[config.mk]
export PLATFORM = sky130hd
export DESIGN_NAME = i2c_cfg_seq
export DESIGN_NICKNAME = d
export VERILOG_FILES = /design/src/rtl/i2c_cfg_seq.sv
export SDC_FILE = /design/constraint.sdc
export NUM_CORES = 1
export LEC_CHECK = 0
export CORE_ASPECT_RATIO = 0.75
export CORE_MARGIN = 2
export CORE_UTILIZATION = 57
export DETAILED_ROUTE_END_ITERATION = 8
export PLACE_DENSITY = 0.88
export REMOVE_ABC_BUFFERS = 1
export SYNTH_ARGS = -nofsm -noshare
export SYNTH_HDL_FRONTEND = slang
export SYNTH_SLANG_ARGS = --single-unit
[constraint.sdc]
create_clock -name clk -period 3.4 [get_ports clk]
set_input_delay 0.68 -clock clk [delete_from_list [all_inputs] [get_ports clk]]
set_output_delay 0.68 -clock clk [all_outputs]
set_load 0.05 [all_outputs]
[src/rtl/i2c_cfg_seq.sv]
`default_nettype none
// +----------------------------------------------------------------------------+
// | Module   : i2c_cfg_seq                                                     |
// | Purpose  : Walks a register table in ROM and issues I2C writes or delays.  |
// |            Define I2C_CFG_READBACK_EN to read back and verify each write.  |
// | Revision : 1.0                                                             |
// +----------------------------------------------------------------------------+
module i2c_cfg_seq #(
    parameter int REG_NUM   = 29,
    parameter int IDX_W     = 6,
    parameter int REG_AW    = 8,
    parameter int REG_DW    = 8,
    parameter int PWRUP_CYC = 255,
    parameter int DLY_UNIT  = 1000,
    parameter int MAX_RETRY = 3,
    localparam int TW       = 1 + REG_AW + REG_DW
) (
    input  logic              clk,
    input  logic              rst_n,
    input  logic              cfg_start,
    output logic [IDX_W-1:0]  tbl_idx,
    input  logic [TW-1:0]     tbl_word,
    output logic              i2c_exec,
    output logic              i2c_rh_wl,
    output logic [REG_AW-1:0] i2c_addr,
    output logic [REG_DW-1:0] i2c_wdata,
    input  logic              i2c_done,
    input  logic              i2c_ack,
    input  logic [REG_DW-1:0] i2c_rdata,
    output logic              cfg_busy,
    output logic              cfg_done,
    output logic              cfg_err,
    output logic [IDX_W-1:0]  err_idx
);

    localparam int c_DLY_MAX = ((2 ** REG_DW) - 1) * DLY_UNIT;
    localparam int c_CNT_MAX = (c_DLY_MAX > PWRUP_CYC) ? c_DLY_MAX : PWRUP_CYC;
    localparam int c_CW      = $clog2(c_CNT_MAX + 1);
    localparam int c_RW      = $clog2(MAX_RETRY + 1);

    localparam logic [c_CW-1:0]  c_PWRUP_LAST = c_CW'(PWRUP_CYC - 1);
    localparam logic [IDX_W-1:0] c_LAST_IDX   = IDX_W'(REG_NUM - 1);
    localparam logic [c_RW-1:0]  c_RETRY_LIM  = c_RW'(MAX_RETRY);

    localparam logic [3:0] c_PWRUP  = 4'd0;
    localparam logic [3:0] c_FETCH  = 4'd1;
    localparam logic [3:0] c_WRITE  = 4'd2;
    localparam logic [3:0] c_WAIT_W = 4'd3;
    localparam logic [3:0] c_DELAY  = 4'd6;
    localparam logic [3:0] c_NEXT   = 4'd7;
    localparam logic [3:0] c_DONE   = 4'd8;
    localparam logic [3:0] c_ERR    = 4'd9;
`ifdef I2C_CFG_READBACK_EN
    localparam logic [3:0] c_READ   = 4'd4;
    localparam logic [3:0] c_WAIT_R = 4'd5;
`endif

    logic [3:0]        r_state, w_state_nxt;
    logic [IDX_W-1:0]  r_idx, w_idx_nxt;
    logic [c_CW-1:0]   r_cnt, w_cnt_nxt;
    logic              r_fph, w_fph_nxt;
    logic [c_RW-1:0]   r_retry, w_retry_nxt;
    logic [REG_AW-1:0] r_addr, w_addr_nxt;
    logic [REG_DW-1:0] r_wdata, w_wdata_nxt;

    logic              w_tw_dly;
    logic [REG_AW-1:0] w_tw_addr;
    logic [REG_DW-1:0] w_tw_data;
    logic [c_CW-1:0]   w_dly_cyc;
    logic [c_RW-1:0]   w_retry_inc;
    logic              w_last;

    assign w_tw_dly    = tbl_word[TW-1];
    assign w_tw_addr   = tbl_word[REG_AW+REG_DW-1:REG_DW];
    assign w_tw_data   = tbl_word[REG_DW-1:0];
    assign w_dly_cyc   = c_CW'(w_tw_data) * c_CW'(DLY_UNIT);
    assign w_retry_inc = r_retry + 1'b1;
    assign w_last      = (r_idx == c_LAST_IDX);

    always_ff @(posedge clk or negedge rst_n) begin
        if (!rst_n) begin
            r_state <= c_PWRUP;
            r_idx   <= '0;
            r_cnt   <= '0;
            r_fph   <= 1'b0;
            r_retry <= '0;
            r_addr  <= '0;
            r_wdata <= '0;
        end else begin
            r_state <= w_state_nxt;
            r_idx   <= w_idx_nxt;
            r_cnt   <= w_cnt_nxt;
            r_fph   <= w_fph_nxt;
            r_retry <= w_retry_nxt;
            r_addr  <= w_addr_nxt;
            r_wdata <= w_wdata_nxt;
        end
    end

    // A successful transfer takes the NEXT decision in the same cycle, so the
    // following write issues 3 cycles after i2c_done (2 FETCH + WRITE).
    always_comb begin
        w_state_nxt = r_state;
        w_idx_nxt   = r_idx;
        w_cnt_nxt   = r_cnt;
        w_fph_nxt   = r_fph;
        w_retry_nxt = r_retry;
        w_addr_nxt  = r_addr;
        w_wdata_nxt = r_wdata;
        case (r_state)
            c_PWRUP: begin
                if (r_cnt == c_PWRUP_LAST) begin
                    w_state_nxt = c_FETCH;
                    w_cnt_nxt   = '0;
                    w_idx_nxt   = '0;
                    w_retry_nxt = '0;
                    w_fph_nxt   = 1'b0;
                end else begin
                    w_cnt_nxt = r_cnt + 1'b1;
                end
            end
            c_FETCH: begin
                if (!r_fph) begin
                    w_fph_nxt = 1'b1;
                end else begin
                    w_fph_nxt = 1'b0;
                    if (w_tw_dly) begin
                        if (w_tw_data == '0) begin
                            w_state_nxt = c_NEXT;
                        end else begin
                            w_state_nxt = c_DELAY;
                            w_cnt_nxt   = w_dly_cyc - 1'b1;
                        end
                    end else begin
                        w_state_nxt = c_WRITE;
                        w_addr_nxt  = w_tw_addr;
                        w_wdata_nxt = w_tw_data;
                    end
                end
            end
            c_WRITE: w_state_nxt = c_WAIT_W;
            c_WAIT_W: begin
                if (i2c_done) begin
                    if (!i2c_ack) begin
`ifdef I2C_CFG_READBACK_EN
                        w_state_nxt = c_READ;
`else
                        w_state_nxt = w_last ? c_DONE : c_FETCH;
                        w_idx_nxt   = w_last ? r_idx : r_idx + 1'b1;
                        w_retry_nxt = '0;
`endif
                    end else begin
                        w_retry_nxt = w_retry_inc;
                        w_state_nxt = (w_retry_inc < c_RETRY_LIM) ? c_WRITE : c_ERR;
                    end
                end
            end
`ifdef I2C_CFG_READBACK_EN
            c_READ: w_state_nxt = c_WAIT_R;
            c_WAIT_R: begin
                if (i2c_done) begin
                    if (!i2c_ack && (i2c_rdata == r_wdata)) begin
                        w_state_nxt = w_last ? c_DONE : c_FETCH;
                        w_idx_nxt   = w_last ? r_idx : r_idx + 1'b1;
                        w_retry_nxt = '0;
                    end else begin
                        w_retry_nxt = w_retry_inc;
                        w_state_nxt = (w_retry_inc < c_RETRY_LIM) ? c_WRITE : c_ERR;
                    end
                end
            end
`endif
            c_DELAY: begin
                if (r_cnt == '0) begin
                    w_state_nxt = c_NEXT;
                end else begin
                    w_cnt_nxt = r_cnt - 1'b1;
                end
            end
            c_NEXT: begin
                w_state_nxt = w_last ? c_DONE : c_FETCH;
                w_idx_nxt   = w_last ? r_idx : r_idx + 1'b1;
                w_retry_nxt = '0;
            end
            c_DONE, c_ERR: begin
                if (cfg_start) begin
                    w_state_nxt = c_FETCH;
                    w_idx_nxt   = '0;
                    w_retry_nxt = '0;
                    w_fph_nxt   = 1'b0;
                end
            end
            default: w_state_nxt = c_PWRUP;
        endcase
    end

    assign tbl_idx   = r_idx;
    assign i2c_addr  = r_addr;
    assign i2c_wdata = r_wdata;
    assign cfg_done  = (r_state == c_DONE);
    assign cfg_err   = (r_state == c_ERR);
    assign cfg_busy  = !(cfg_done || cfg_err);
    assign err_idx   = cfg_err ? r_idx : '0;

`ifdef I2C_CFG_READBACK_EN
    assign i2c_exec  = (r_state == c_WRITE) || (r_state == c_READ);
    assign i2c_rh_wl = (r_state == c_READ) || (r_state == c_WAIT_R);
`else
    logic w_unused_rdata;
    assign w_unused_rdata = ^i2c_rdata;
    assign i2c_exec  = (r_state == c_WRITE);
    assign i2c_rh_wl = 1'b0;
`endif

endmodule
`default_nettype wire

==> key figures <==
Floorplanning
  • I/O pin total: 63
  • Initial Util: between 50% and 60%
  • Die height: about 83 um
  • Total die area: approximately 9000 um2
  • CORE AREA: a little under 8000 um2
  • Site Rows: 28
  • Die Wd: around 110 um

Setup path
  • Slowest CP cell: fa_1
  • Flop2flop setup slack: -40 ps
  • Worst path most repeated cell: fa_1
  • Buf+Inv Stages, Crit Path: 6
  • Worst Path Max Fanout: 4
  • Critical path startpoint category: input port
  • WS Path Type: in -> reg
  • FF-to-FF Start: r_cnt[8]$_DFFE_PN0P_
  • CP arrival: ~5300 ps
  • CP Capture Type: register
  • Delay-heaviest family, CP: adder cells
  • CP cell instances: buf_8 -> buf_6 -> fa_1 -> xor2_1 -> ha_2 -> fa_1 -> inv_2 -> fa_1 -> inv_2 -> ha_4 -> buf_6 -> buf_8 -> o21a_1 -> or3_4 -> a21oi_4 -> nand4bb_4 -> nor3_4 -> xor2_1 -> a221o_1
  • R2R Path End: r_cnt[5]$_DFFE_PN0P_
  • Critical path required time: 3640 ps
  • CP peak stage delay: between 500 and 600 ps
  • R2R cell count: 8

Timing
  • Setup TNS: -13,510 ps
  • RSZ-0062 raised after global routing: yes
  • Final setup fails: 11
  • F_max: around 200 MHz
  • Final Hold Vio Count: 0
  • Crit share post-route: 148%
  • Final worst clock skew: 12.9 ps
  • Relative slew slack: 27.0%
  • Hold_ws: ~500 ps
  • Slew Limit Fails: 0
  • Fin worst setup slack: -1630 ps
  • Worst slew pin tran: between 1000 and 1500 ps
  • Min cycle time layout: roughly 5000 ps

GRT
  • Vias in the first global route: between 5k and 6k
  • GRT Total Usage: roughly two fifths
  • Final global-route overflow total: 0
  • Wire length of the first global-routing pass: 28.0 mm
  • Largest net degree at the start of global routing: 48
  • Initial antenna violation count: 1

Detailed routing
  • # DRC: between 80 and 90
  • WL/cell: ~27 um
  • Iter 0 DRT Violations: between 1k and 1.5k
  • DRT antenna net count: 0
  • Drt total wl: 21.1 mm
  • Total iterations of the first detailed-routing run: 9
  • Via density: about 7.3
  • Vias: 5,665

Logic synthesis
  • Cells after Synth: between 500 and 600
  • Synth area leader: dfrtp_1
  • Yosys cell types: between 60 and 70
  • Area contributors post-synth: dfrtp_1 (25%), ha_1 (13%), fa_1 (9.0%), o21ai_0 (4.1%), inv_1 (3.9%)
  • Async SR Flop Fraction: 100%
  • Prevailing post-synth register cell: dfrtp_1
  • Post-Syn Area: ~4700 um2
  • Post-synthesis sequential area ratio: between 20% and 30%
  • Yosys warning count: 0
  • Number of synthesized flops with an enable pin: 0
  • #FFs+latches synth: 47
  • Synth top area share: about a quarter
  • Synth Area per Inst: 8.54 um2

Placed design
  • Hpwl dp: approximately 11 mm
  • IO buf count: between 50 and 60
  • Final GP Congestion: just under 1

Clock network
  • Clock Path Buffers: 2
  • CTS Buf Count: 5
  • CTS Hold Bufs: 0
  • Clock sink count: 47
  • Skew-Pair Late Insertion Delay: roughly 340 ps
  • H-tree Lvls: 2
  • Clock transition at path regs: 110 ps
  • TritonCTS clock tree: built
  • Root buf cell: clkbuf_8

Min path
  • Worst hold start: i2c_wdata[4]$_DFFE_PN0P_
  • Hold EP: i2c_wdata[4]$_DFFE_PN0P_
  • Hold Path Cell Cnt: 2
  • Hold Crit Class: reg -> reg

Power
  • Worst vdd ir: around 0.00057 V
  • Pwr dens: 682 nW/um2
  • Pint: about 0.0025 W
  • Sw Pwr: approximately 0.002 W
  • Switch share: 44.7%
  • Clock share of power: between 10% and 20%
  • LEAKAGE: slightly below 3 nW
  • Gate power share: 76.6%
  • Share of total power in sequential cells: between 10% and 20%

Outcome
  • Failing checks: design-rule violations, negative setup slack
  • Run status: complete, but fails checks

Job
  • Max Cap Viol: 0

Finish
  • Fillers: between 300 and 400
  • Share of cells above drive strength 1: 27.3%
  • Layout area overhead: 40.1%
  • Post-layout nets: ~770
  • Final core occ: approximately 83%
-- tightest hold or removal path, cell delays in order, from the launching register on --
cell,delay [ps]
dfrtp_1,360
nand2_1,50
o21ai_0,60
-- sequential cells by signal, indices dropped and copies added, names as in the netlist --
signal	flops
i2c_addr	8
r_fph	1
i2c_wdata	8
tbl_idx	6
r_retry	2
r_state	4
r_cnt	18
-- metrics by stage --
stage          total power [W]  setup WS [ps]  instances  instance area [um2]
2_1_floorplan          0.00163          -1480        523                 4570
3_3_place_gp           0.00232          -2060        752                 5760
3_5_place_dp           0.00242          -2290        752                 5760
4_1_cts                0.00358          -1430        766                 6290
5_1_grt                0.00460          -1680        772                 6570
6_report               0.00448          -1630        772                 6570
-- cells in the mapped netlist, types with 7 or more instances --
cell and instances:
ha_1 50, inv_1 49, dfrtp_1 47, nand2_1 41
o21ai_0 38, a21oi_1 35, nor2_1 35, fa_1 21
nand3_1 20, clkbuf_1 18, nor3_1 16, xnor2_1 13
a31oi_1 10, and2_1 9, or3_1 9, mux2_2 8
xor2_1 8, and3_1 7, o221ai_1 7
-- metal layers --
metal | global-route usage [%] | share of wire (%)
met1 | 48.7 | 32
met2 | 67.8 | 41
met3 | 12.0 | 15
met4 | 25.8 | 11
met5 | 0 | 0.52
-- kinds of logic (layout without fill, tap and decap cells) --
| family | Yosys count | count (layout) | share of synthesized area, % |
|---|---|---|---|
| buf+inv | 75 | 192 | 6.38 |
| fa+ha+maj | 71 | 71 | 22.3 |
| xor+xnor | 21 | 21 | 3.92 |
| flops | 47 | 47 | 25.1 |
| other cells | 1 | 2 | 0.0800 |
| simple gates | 173 | 173 | 19.1 |
| compound gates | 153 | 153 | 21.2 |
| mux | 8 | 8 | 1.92 |
-- power by group through the flow --
stage / clock (W) / sequential, W / combinational, W
2_1_floorplan: 0 / 0.000583 / 0.00105
3_3_place_gp: 0 / 0.000585 / 0.00173
3_5_place_dp: 0 / 0.000586 / 0.00183
4_1_cts: 0.000441 / 0.000575 / 0.00257
5_1_grt: 0.000484 / 0.000577 / 0.00353
6_report: 0.000471 / 0.000576 / 0.00343
-- layout make-up --
type                            count  area (um2)  share of cell area [%]
Multi-Input combinational cell    427        3750                    57.1
Inverter                           49         189                    2.88
Tap cell                          105         131                    2.00
Clock buffer                        5        68.8                    1.05
Sequential cell                    47        1180                    17.9
Antenna cell                        1        2.50                  0.0381
Timing Repair Buffer              135        1200                    18.3
Clock inverter                      3        47.5                   0.724
-- layout by cell type (no fill, tap or decap), drive strengths merged, types with 5 or more instances in the layout --
cell type and count:
inv 50, a21oi 35, nand2b 6, xor2 8
clkbuf 5, o221ai 7, nor3 17, dlymetal6s2s 5
nor4 7, fa 21, o22ai 5, dfrtp 47
mux2 8, o31ai 6, buf 86, o21ai 45
nand4 6, and2 9, xnor2 13, ha 50
clkdlybuf4s50 41, a221o 5, or3 9, and3 7
nor2 35, nand2 41, nand3 20, a31oi 10
-- how the worst max path moves through the flow --
stage	startpoint	endpoint	slack [ps]	cells after the start
final	tbl_word[1]	r_cnt[16]$_DFFE_PN0P_	-1630	19
after global routing	tbl_word[1]	r_cnt[17]$_DFFE_PN0P_	-1680	19
after CTS	tbl_word[1]	r_cnt[17]$_DFFE_PN0P_	-1430	18
after detailed placement	tbl_word[1]	r_cnt[17]$_DFFE_PN0P_	-2290	18
after global placement	tbl_word[1]	r_cnt[17]$_DFFE_PN0P_	-2060	18
after floorplan	tbl_word[1]	r_cnt[17]$_DFFE_PN0P_	-1480	15
-- timing repair --
action / 4_1_cts / 5_1_grt
endpoints found under the setup margin: 11 / 18
gates resized for setup: 96 / 44
pin swaps: 36 / 33
setup buffers: 6 / 7
Note: power is estimated with default switching activity, not from simulation.
